## src/rtl/al422_writer_if.sv

```systemverilog
// Byte-stream handshake into the AL422 writer: the host drives data, sof and
// valid, and the writer drives ready.
interface al422_writer_if;
   logic [7:0] s_data;
   logic       s_sof;
   logic       s_valid;
   logic       s_ready;

   modport master (output s_data, output s_sof, output s_valid, input s_ready);
   modport slave  (input s_data, input s_sof, input s_valid, output s_ready);
endinterface

```

## src/rtl/al422_writer.sv

```systemverilog
// AL422 FIFO frame writer.
// Each frame starts with a /WRST pulse that lasts WRST_WCK write-clock
// periods. The bytes of the frame are then written at up to one byte per two
// in_clk cycles. Every pin to the AL422 is driven straight from a flop.
//
// state   | meaning
// --------+-------------------------------------------------------------
// IDLE    | between frames; accepts only a sof byte, drops anything else
// RST_LO  | /WRST low, WCK low half of a pointer-reset period
// RST_HI  | /WRST low, WCK high half of a pointer-reset period
// WR_HOLD | presents the stored sof byte with /WE low, WCK low
// LO      | WCK low, ready for the next byte of the frame
// HI      | WCK high; the AL422 latches the byte; frame counter advances
module al422_writer #(
   parameter int FRAME_BYTES = 256,
   parameter int WRST_WCK    = 4
) (
   input  logic          in_clk,
   input  logic          in_rst,
   al422_writer_if.slave s_if,
   output logic [7:0]    al422_data,
   output logic          al422_wck,
   output logic          al422_nwe,
   output logic          al422_nwrst,
   output logic          frame_done,
   output logic          err_short,
   output logic          err_drop
);

   localparam int CNT_W = $clog2(FRAME_BYTES + 1);

   typedef enum logic [2:0] {IDLE, RST_LO, RST_HI, WR_HOLD, LO, HI} state_t;

   state_t           state_q, state_d;
   logic [CNT_W-1:0] cnt_q, cnt_d;
   logic [3:0]       rst_cnt_q, rst_cnt_d;
   logic [7:0]       hold_q, hold_d;
   logic [7:0]       data_q, data_d;
   logic             s_ready_q, s_ready_d;
   logic             wck_q, wck_d;
   logic             nwe_q, nwe_d;
   logic             nwrst_q, nwrst_d;
   logic             frame_done_q, frame_done_d;
   logic             err_short_q, err_short_d;
   logic             err_drop_q, err_drop_d;
   logic             xfer;

   // The handshake uses the registered ready, so it never depends on s_valid.
   assign xfer = s_ready_q & s_if.s_valid;

   // Next state, counters and data path. The pin levels are decoded from the
   // state that is about to be entered, so every pin leaves a flop.
   always_comb begin
      state_d      = state_q;
      cnt_d        = cnt_q;
      rst_cnt_d    = rst_cnt_q;
      hold_d       = hold_q;
      data_d       = data_q;
      frame_done_d = 1'b0;
      err_short_d  = 1'b0;
      err_drop_d   = 1'b0;
      case (state_q)
         IDLE: begin
            if (xfer) begin
               if (s_if.s_sof) begin
                  hold_d    = s_if.s_data;
                  rst_cnt_d = 4'(WRST_WCK - 1);
                  state_d   = RST_LO;
               end else begin
                  err_drop_d = 1'b1;
               end
            end
         end
         RST_LO: state_d = RST_HI;
         RST_HI: begin
            if (rst_cnt_q == 4'd0) begin
               data_d  = hold_q;
               state_d = WR_HOLD;
            end else begin
               rst_cnt_d = rst_cnt_q - 4'd1;
               state_d   = RST_LO;
            end
         end
         WR_HOLD: state_d = HI;
         LO: begin
            if (xfer) begin
               if (s_if.s_sof) begin
                  err_short_d = 1'b1;
                  hold_d      = s_if.s_data;
                  rst_cnt_d   = 4'(WRST_WCK - 1);
                  cnt_d       = '0;
                  state_d     = RST_LO;
               end else begin
                  data_d  = s_if.s_data;
                  state_d = HI;
               end
            end
         end
         HI: begin
            if ((cnt_q + CNT_W'(1)) == CNT_W'(FRAME_BYTES)) begin
               frame_done_d = 1'b1;
               cnt_d        = '0;
               state_d      = IDLE;
            end else begin
               cnt_d   = cnt_q + CNT_W'(1);
               state_d = LO;
            end
         end
         default: state_d = IDLE;
      endcase
      s_ready_d = (state_d == IDLE) || (state_d == LO);
      wck_d     = (state_d == RST_HI) || (state_d == HI);
      nwe_d     = !((state_d == WR_HOLD) || (state_d == HI));
      nwrst_d   = !((state_d == RST_LO) || (state_d == RST_HI));
   end

   // State and output registers. Reset takes effect at once, which also cuts
   // off a write clock that is already running.
   always_ff @(posedge in_clk or posedge in_rst) begin
      if (in_rst) begin
         state_q      <= IDLE;
         cnt_q        <= '0;
         rst_cnt_q    <= '0;
         hold_q       <= '0;
         data_q       <= '0;
         s_ready_q    <= 1'b0;
         wck_q        <= 1'b0;
         nwe_q        <= 1'b1;
         nwrst_q      <= 1'b1;
         frame_done_q <= 1'b0;
         err_short_q  <= 1'b0;
         err_drop_q   <= 1'b0;
      end else begin
         state_q      <= state_d;
         cnt_q        <= cnt_d;
         rst_cnt_q    <= rst_cnt_d;
         hold_q       <= hold_d;
         data_q       <= data_d;
         s_ready_q    <= s_ready_d;
         wck_q        <= wck_d;
         nwe_q        <= nwe_d;
         nwrst_q      <= nwrst_d;
         frame_done_q <= frame_done_d;
         err_short_q  <= err_short_d;
         err_drop_q   <= err_drop_d;
      end
   end

   assign s_if.s_ready = s_ready_q;
   assign al422_data   = data_q;
   assign al422_wck    = wck_q;
   assign al422_nwe    = nwe_q;
   assign al422_nwrst  = nwrst_q;
   assign frame_done   = frame_done_q;
   assign err_short    = err_short_q;
   assign err_drop     = err_drop_q;

endmodule

```

## src/flat_wrapper.sv

```systemverilog
// flat-port wrapper written by rule: the top's interface ports become plain ports
module al422_writer_flat 
#(
   parameter int FRAME_BYTES = 256,
   parameter int WRST_WCK    = 4
)
  (in_clk, in_rst, al422_data, al422_wck, al422_nwe, al422_nwrst, frame_done, err_short, err_drop, s_if_s_data, s_if_s_sof, s_if_s_valid, s_if_s_ready);
  al422_writer_if s_if_i ();
  input  logic in_clk;
  input  logic in_rst;
  output logic [7:0] al422_data;
  output logic al422_wck;
  output logic al422_nwe;
  output logic al422_nwrst;
  output logic frame_done;
  output logic err_short;
  output logic err_drop;
  input wire logic [$bits(s_if_i.s_data)-1:0] s_if_s_data;
  input wire logic [$bits(s_if_i.s_sof)-1:0] s_if_s_sof;
  input wire logic [$bits(s_if_i.s_valid)-1:0] s_if_s_valid;
  output wire logic [$bits(s_if_i.s_ready)-1:0] s_if_s_ready;
  assign s_if_i.s_data = s_if_s_data;
  assign s_if_i.s_sof = s_if_s_sof;
  assign s_if_i.s_valid = s_if_s_valid;
  assign s_if_s_ready = s_if_i.s_ready;
  al422_writer #(.FRAME_BYTES(FRAME_BYTES), .WRST_WCK(WRST_WCK)) u_core (.in_clk(in_clk), .in_rst(in_rst), .s_if(s_if_i), .al422_data(al422_data), .al422_wck(al422_wck), .al422_nwe(al422_nwe), .al422_nwrst(al422_nwrst), .frame_done(frame_done), .err_short(err_short), .err_drop(err_drop));
endmodule
```

## config.mk

```make
export PLATFORM = sky130hd
export DESIGN_NAME = al422_writer_flat
export DESIGN_NICKNAME = d
export VERILOG_FILES = /design/src/rtl/al422_writer_if.sv /design/src/rtl/al422_writer.sv /design/src/flat_wrapper.sv
export SDC_FILE = /design/constraint.sdc
export NUM_CORES = 1
export LEC_CHECK = 0
export ABC_AREA = 0
export CELL_PAD_IN_SITES_DETAIL_PLACEMENT = 2
export CELL_PAD_IN_SITES_GLOBAL_PLACEMENT = 2
export CORE_UTILIZATION = 39
export CTS_BUF_LIST = sky130_fd_sc_hd__clkbuf_4
export DETAILED_ROUTE_END_ITERATION = 6
export GPL_TIMING_DRIVEN = 0
export PLACE_DENSITY = 0.95
export SLEW_MARGIN = 20
export SYNTH_ARGS = -nofsm -noshare
export SYNTH_HDL_FRONTEND = slang
export SYNTH_SLANG_ARGS = --single-unit
```

## constraint.sdc

```tcl
create_clock -name in_clk -period 3.6 [get_ports in_clk]
set_clock_uncertainty 0.2 [all_clocks]
set_input_delay 0.36 -clock in_clk [delete_from_list [all_inputs] [get_ports in_clk]]
set_output_delay 0.36 -clock in_clk [all_outputs]
set_load 0.005 [all_outputs]
```

# Yosys cells after proc, flatten, opt, wreduce, memory -nomap -nowiden
# Cells that the tools add are included.
op_classes:
  n_addsub: 2
  eq_ne: 18
  muxes: 27
  n_bitwise: 1
  n_reduce_logical: 17
ops:
  columns: ["operator", "n"]
  rows:
  - ["9-bit two-way mux", 3]
  - ["8-bit two-way mux", 3]
  - ["3-bit case mux with 6 select lines", 1]
  - ["9-bit case mux with 2 select lines", 1]
  - ["8-bit case mux with 2 select lines", 1]
  - ["3-bit two-way mux", 5]
  - ["3-bit by 2-bit == test with 1-bit output (second input constant)", 4]
  - ["3-bit == test (second input constant)", 4]
  - ["4-bit two-way mux", 3]
  - ["9-bit by 1-bit adder with 9-bit output (second input constant)", 1]
  - ["9-bit == test (second input constant)", 1]
  - ["1-bit two-way mux", 8]
  - ["2-bit by 1-bit inequality test with 1-bit output (second input constant)", 4]
  - ["4-bit case mux with 2 select lines", 1]
  - ["4-bit AND reduction", 2]
  - ["3-bit by 1-bit == test with 1-bit output (second input constant)", 2]
  - ["3-bit logical NOT", 2]
  - ["2-bit inequality test (second input constant)", 3]
  - ["3-bit AND reduction", 2]
  - ["2-bit nonzero test", 3]
  - ["4-bit logical NOT", 1]
  - ["1-bit logical OR", 4]
  - ["4-bit by 1-bit subtractor with 4-bit output (second input constant)", 1]
  - ["1-bit logical NOT", 2]
  - ["3 further kinds", 3]
totals:
  ff_bits: 39
  word_cells: 77

# Logic depth before layout (Yosys ltp)
# Gate-level depths: netlist of run 1.
depth:
  ltp_word: 7
  depth_mapped: 8

# Worst setup path after synthesis of run 1
# No wires, ideal clock.
synth_timing:
  path_type: "reg2reg"
  from: "register u_core.cnt_q[3]"
  to: "register u_core.cnt_q[6]"
  t_arrival_ns: 1.519
  required_time_ns: 3.261
  path_slack_ns: 1.742
  stages_incl_launch_ff: 7
  cell_sequence: "dfrtp_1 > buf_6 > a2111oi_2 > a41oi_1 > nor4b_2 > a31o_4 > o311ai_2"
synth_between:
  elab_chain_cells: 4
synth_rtl:
  columns: ["item", "line", "rtl"]
  rows:
  - ["from (decl)", "al422_writer.sv:35", "logic [CNT_W-1:0] cnt_q, cnt_d;"]
  - ["from (signal assigned)", "al422_writer.sv:135", "cnt_q <= cnt_d;"]
  - ["9-bit by 1-bit adder with 9-bit output (*)", "al422_writer.sv:100, al422_writer.sv:105", null]
  - ["9-bit == test", "al422_writer.sv:100", "if ((cnt_q + CNT_W'(1)) == CNT_W'(FRAME_BYTES)) begin"]
  - ["9-bit two-way mux (*)", "al422_writer.sv:100", null]
  - ["9-bit case mux with 2 select lines (*)", "al422_writer.sv:62", "case (state_q)"]
# Mark *: on every way between the ends. The rest lies on a longest branch, timed or not.
# A chain may end at the register's enable or synchronous reset.

# Worst setup path after layout of run 1
layout_timing:
  from: "register u_core.state_q[1]"
  to: "register u_core.data_q[1] (netlist: u_core.al422_data[1])"
layout_between:
  elab_chain_cells: 3
layout_rtl:
  columns: ["item", "line", "rtl"]
  rows:
  - ["from (decl)", "al422_writer.sv:34", "state_t state_q, state_d;"]
  - ["from (signal assigned)", "al422_writer.sv:134", "state_q <= state_d;"]
  - ["3-bit == test / 3-bit by 2-bit == test with 1-bit output (equally long branches)", "al422_writer.sv:62", null]
  - ["2-bit by 1-bit inequality test with 1-bit output (no line), or another cell as far along", null, null]
  - ["4-bit AND reduction (no line)", null, null]
  - ["to (signal assigned)", "al422_writer.sv:138", "data_q <= data_d;"]
  - ["to (decl)", "al422_writer.sv:38", "logic [7:0] data_q, data_d;"]
# Several ways; a longest one is shown, not always the timed one.

==> results.toml, run 1 <==
[logic_synthesis]
synthSimpleGateAreaFrac_pct = 18.2
synth_seq_area_share_pct = 51.0
synthMuxAreaShare_pct = 9.39
synthFlopType = "dfrtp_1"
yosysTopAreaCellShare_pct = 48.2
yosysWarnings = 0
ys_ff_latch = 39
synth_edf_count = 0
avgSynthCellArea_sq_um = 10.8
synth_cell_types = 45
syn_area_sq_mm = 0.00192
synthTopCellsByArea = "dfrtp_1, mux2i_1, mux2_2, nor2_1, a21oi_1"
synth-adder-area-share_pct = 1.96
postSynthNetCount = 193
synth_most_common_cell = "dfrtp_1"
syn_inst = 178
synth_compound_area_share_pct = 13.0
synthArstFlopShare_pct = 100
yosys.area.top_type = "dfrtp_1"
synth_xor_area_share_pct = 2.28
synth_top_family_by_area = "simple AND/OR/NAND/NOR gates"
synth_common_cells = "dfrtp_1, nor2_1, nand2_1, a21oi_1, mux2i_1"

[critical_path]
cp.required_ns = 3.68
path_buf_inv = 3
critical-path-top-delay-family = "buffers and inverters"
r2r_cells = 8
cp_cell_sequence = "clkbuf_1 -> nor3b_1 -> buf_4 -> nand4b_1 -> nand2_2 -> buf_4 -> nor2_1 -> a21oi_1"
crit_slowest_cell = "dfrtp_1"
cpPeakStageDelay_ns = 0.38
criticalPathCategory = "flop to flop"
crit_top_cell = "buf_4"
cp-start-kind = "flop"
reg2reg_from = "u_core.state_q[1]"
r2r_end = "u_core.al422_data[1]"
arrival_ns = 2.19
crit_fanout = 10
end_kind = "flop"
r2r_slack_ns = 1.49

[timing]
setup_viol = 0
rsz0062_at_grt = "no"
finalHoldViolations = 0
slew_headroom_pct = 59.0
post-route-min-period_ns = 2.11
setup_ws_ns = 1.49
worst_slew_pin_slew_ns = 0.611
layout_worst_path_cycle_share_pct = 58.6
maxSlewViolCount = 0
max_freq_ghz = 0.474
finalSetupTns_ns = 0

[hold_path]
hp-class = "flop to flop"
holdPathEnd = "u_core.hold_q[4]"
holdCritStartpoint = "u_core.hold_q[4]"
holdPathStages = 1

[routing]
ant_nets = 0
wl_per_cell_um = 18.6
drc = 0
dr.pass1.iters = 4
vias_per_cell = 5.43
wl_mm = 5.24
vias = 1526
drt_iter0_markers = 33

[finish]
diodes = 0
layout-drive-gt1-share_pct = 17.3
nNetsFinal = 228
syn_to_final_growth_pct = 22.5

[clock_tree]
cts_tree = "built"
holdBufCountCts = 1
post_cts_buffers = 0
clk_path_buf_depth = 2
clock_latency_ns = 0.36
ctsRootBufferMaster = "clkbuf_4"
h-tree-depth = 2
cts_resized = 0
cts_buffers = 5
clk_pin_slew_ns = 0.13
clock-sinks = 39

[floorplanning]
floorplan.initialDensity_pct = 40.6
die_w_um = 72.2
fp-row-count = 25
die_y_um = 72.2
io_pins = 27
core_sq_mm = 0.00472
die_area_sq_mm = 0.00521

[placed_design]
dp_hpwl_mm = 3.85
place_congestion = 0.757
place_ws_ns = 1.23
port_buffers = 26

[global_route]
gr-total-overflow = 0
grt_usage_pct = 22.5
grt_pass1_wl_mm = 8.64
grt_max_degree = 34
grt_pass1_vias = 1759
antenna_found_initial = 0

[power]
power_density_mw_per_mm2 = 734
ir_drop_mv = 0.287
p_leak_nw = 0.978

[job]
max_cap_violations = 0

[run_status]
outcome = "completed"
## placed cells by master, fill, tap and decap left out, drive strengths merged, types with 3 or more instances in the layout
cell type,count
a21oi,11
and2,3
buf,8
clkbuf,8
clkdlybuf4s50,26
dfrtp,37
ha,3
inv,6
mux2,8
mux2i,9
nand2,13
nand3,7
nand4,3
nand4b,3
nor2,18
nor3,6
nor3b,4
o211ai,3
o21ai,8
xnor2,3
## through the flow
stage | instance area, sq um | hold slack, ns | std cells | power (mW) | util [%]
6_report | 2350 | 0.324 | 281 | 1.73 | 49.8
4_1_cts | 2350 | 0.322 | 281 | 1.74 | 49.8
3_3_place_gp | 2260 | 0.288 | 271 | 1.42 | 47.9
5_1_grt | 2350 | 0.352 | 281 | 1.85 | 49.8
2_1_floorplan | 1920 | 0.230 | 178 | 1.18 | -
3_5_place_dp | 2280 | 0.293 | 272 | 1.50 | 48.3
## state kept, by name, summed over array words and instances, names as in the netlist
register and cells:
u_core.cnt_q 9, u_core.al422_data 8, u_core.hold_q 8, u_core.rst_cnt_q 4
u_core.state_q 3, u_core.al422_nwe 1, u_core.al422_nwrst 1, u_core.al422_wck 1
u_core.err_drop 1, u_core.err_short 1, u_core.frame_done 1, u_core.s_if.s_ready 1
## logic make-up after synthesis
group                      Yosys count
buffers and inverters               16
xor gates and xnor gates             5
AOI/OAI and AO/OA                   35
and+or+nand+nor                     63
muxes                               17
adders and majority gates            3
DFF                                 39
## layout make-up
type	count	area [sq um]
Fill cell	498	2370
Multi-Input combinational cell	123	861
Timing Repair Buffer	28	290
Tap cell	67	83.8
Buffer	9	53.8
Sequential cell	39	978
Clock inverter	2	12.5
Inverter	7	26.3
Clock buffer	6	45.0
## power by group
| group | switching (mW) | internal, mW | total (mW) |
|---|---|---|---|
| registers | 0.148 | 0.617 | 0.766 |
| logic | 0.366 | 0.356 | 0.722 |
| clock network | 0.155 | 0.0830 | 0.238 |
| total | 0.670 | 1.06 | 1.73 |
## metal layers
layer / share of wire [%] / global-route usage, %
met5: 0 / 0
met4: 2.4 / 9.37
met3: 2.2 / 4.44
met2: 54 / 41.1
met1: 41 / 25.5
## worst max path at each step
| stage | slack [ns] | startpoint | endpoint | cells past startpoint |
|---|---|---|---|---|
| floorplan | 1.74 | u_core.cnt_q[3] | u_core.cnt_q[6] | 6 |
| global placement | 1.30 | in_rst | u_core.rst_cnt_q[0] | 2 |
| detailed placement | 1.23 | s_if_s_sof | u_core.cnt_q[7] | 6 |
| CTS | 1.47 | u_core.state_q[1] | u_core.al422_data[1] | 8 |
| global route | 1.32 | u_core.state_q[1] | u_core.al422_data[1] | 8 |
| finish | 1.49 | u_core.state_q[1] | u_core.al422_data[1] | 8 |
Note: power is estimated with default switching activity, not from simulation.
==> run 2, diff against run 1 <==
- CORE_UTILIZATION: 39 -> 36
- PLACE_DENSITY: 0.95 -> 0.93
- clock period: 3.6 -> 2.1 ns (I/O delays scaled with it)
==> run 2 against run 1 <==
Sequential power increased by 75%. Clock power increased by 110%. Global-route usage decreased by 1.3 points. Fmax increased by 2.3%. Non-clock buffer count increased by 3. Critical path depth decreased by 1. Register-to-register slack got worse by 1.5 ns. Setup slack got worse by 1.5 ns. Total power increased by 81%. Worst hold slack got worse by 0.031 ns. Routed wire length increased by 4.2%. Largest cell class unchanged.
==> results.toml, run 2 (synthesis gave the netlist of run 1 again) <==
[run_status]
outcome = "completed"

[power]
ir_drop_mv = 0.446
p_total_mw = 3.13
p_leak_nw = 1.00
power_density_mw_per_mm2 = 1290

[timing]
setup_viol = 0
slew_headroom_pct = 60.9
max_freq_ghz = 0.485
hold_ws_ns = 0.292
finalHoldViolations = 0
rsz0062_at_grt = "yes"
worst_slew_pin_slew_ns = 0.582
post-route-min-period_ns = 2.06
maxSlewViolCount = 0
layout_worst_path_cycle_share_pct = 98.3

[floorplanning]
die_area_sq_mm = 0.00563
floorplan.initialDensity_pct = 37.6
die_y_um = 75.0
fp-row-count = 26
core_sq_mm = 0.00511
io_pins = 27
die_w_um = 75.0

[routing]
ant_nets = 0
drt_iter0_markers = 83
wl_per_cell_um = 19.0
wl_mm = 5.46
vias_per_cell = 5.36
vias = 1537
dr.pass1.iters = 4
drc = 0

[critical_path]
arrival_ns = 2.12
r2r_cells = 7
cp_cell_sequence = "clkbuf_1 -> nor3b_1 -> buf_4 -> buf_4 -> a22oi_1 -> inv_1 -> a21boi_0"
cp.required_ns = 2.16
critical-path-top-delay-family = "buffers and inverters"
end_kind = "flop"
cp.depth = 7
criticalPathCategory = "flop to flop"
cp-start-kind = "flop"
crit_slowest_cell = "dfrtp_1"
path_buf_inv = 4
crit_fanout = 9
cpPeakStageDelay_ns = 0.35
crit_top_cell = "buf_4"

[placed_design]
dp_hpwl_mm = 3.97
port_buffers = 26
place_congestion = 0.780
place_area_sq_mm = 0.00229

[finish]
diodes = 0
layout-drive-gt1-share_pct = 20.7
nNetsFinal = 231
final_cell_mix = "dfrtp_1, clkdlybuf4s50_1, nor2_1"
postLayoutCellArea_sq_mm = 0.00243
mostFrequentLayoutCell = "dfrtp_1"
largest_register_ffs = 9
syn_to_final_growth_pct = 26.5
regMostFlops = "u_core.cnt_q"

[clock_tree]
ctsRootBufferMaster = "clkbuf_4"
h-tree-depth = 2
cts_tree = "built"
clk_pin_slew_ns = 0.13
cts_buffers = 5
clk_path_buf_depth = 2
clock-sinks = 39
clock_latency_ns = 0.35

[global_route]
antenna_found_initial = 0
grt_pass1_wl_mm = 8.62
gr-total-overflow = 0
grt_pass1_vias = 1723
grt_max_degree = 33
grt_usage_pct = 21.2

[job]
max_cap_violations = 0

[hold_path]
hp-class = "input port to flop"
holdPathStages = 2
==> run 2: final timing paths <==
check,from,to,slack [ns]
max in group asynchronous,in_rst,u_core.al422_nwrst,0.76
hold / removal,s_if_s_data[3],u_core.hold_q[3],0.29
min in group asynchronous,in_rst,u_core.frame_done,0.45
setup reg to reg,u_core.state_q[1],u_core.al422_nwe,0.04
hold reg to reg,u_core.hold_q[7],u_core.hold_q[7],0.32
setup / recovery,u_core.state_q[1],u_core.al422_nwe,0.04
==> run 2: layout make-up <==
| cell class | instances | area, sq um |
|---|---|---|
| Clock buffer | 5 | 37.5 |
| Multi-Input combinational cell | 123 | 891 |
| Inverter | 7 | 26.3 |
| Clock inverter | 3 | 38.8 |
| Timing Repair Buffer | 31 | 313 |
| Buffer | 9 | 53.8 |
| Sequential cell | 39 | 981 |
| Fill cell | 548 | 2680 |
| Tap cell | 70 | 87.6 |
==> run 2: per-layer routing <==
layer,wire length [um],part of all wire [%],track usage (%),up-vias
li1,-,-,-,711
met1,2120,39,23.6,800
met3,125,2.3,4.02,5
met2,3160,58,41.3,21
met4,52,0.95,5.24,0
met5,0,0,0,-
==> run 2: report_power, final <==
group / switching, mW / internal (mW)
Sequential: 0.277 / 1.06
Combinational: 0.636 / 0.641
Clock: 0.265 / 0.245
Total: 1.18 / 1.95
==> run 2: timing repair <==
item                                   4_1_cts  5_1_grt
pin swaps                                    0        4
resized for setup                            0        8
setup endpoints to repair                    2       11
hold buffers                                 1        0
setup buffers                                2        1
endpoints found under the hold margin        7        0
==> run 2: worst register-to-register path, stage by stage (launching register included) <==
cell and delay [ns]:
dfrtp_1 0.35, clkbuf_1 0.35, nor3b_1 0.11, buf_4 0.16
buf_4 0.15, a22oi_1 0.31, inv_1 0.10, a21boi_0 0.26
==> run 2: through the flow <==
| step | setup WS (ns) | instances | utilization (%) | TNS (ns) |
|---|---|---|---|---|
| 2_1_floorplan | 0.242 | 178 | - | 0 |
| 3_3_place_gp | -0.0742 | 274 | 44.4 | -2.68 |
| 3_5_place_dp | -0.107 | 275 | 44.8 | -0.225 |
| 4_1_cts | 0.0141 | 286 | 46.8 | 0 |
| 5_1_grt | -0.0348 | 287 | 47.6 | -0.194 |
| 6_report | 0.0361 | 287 | 47.6 | 0 |
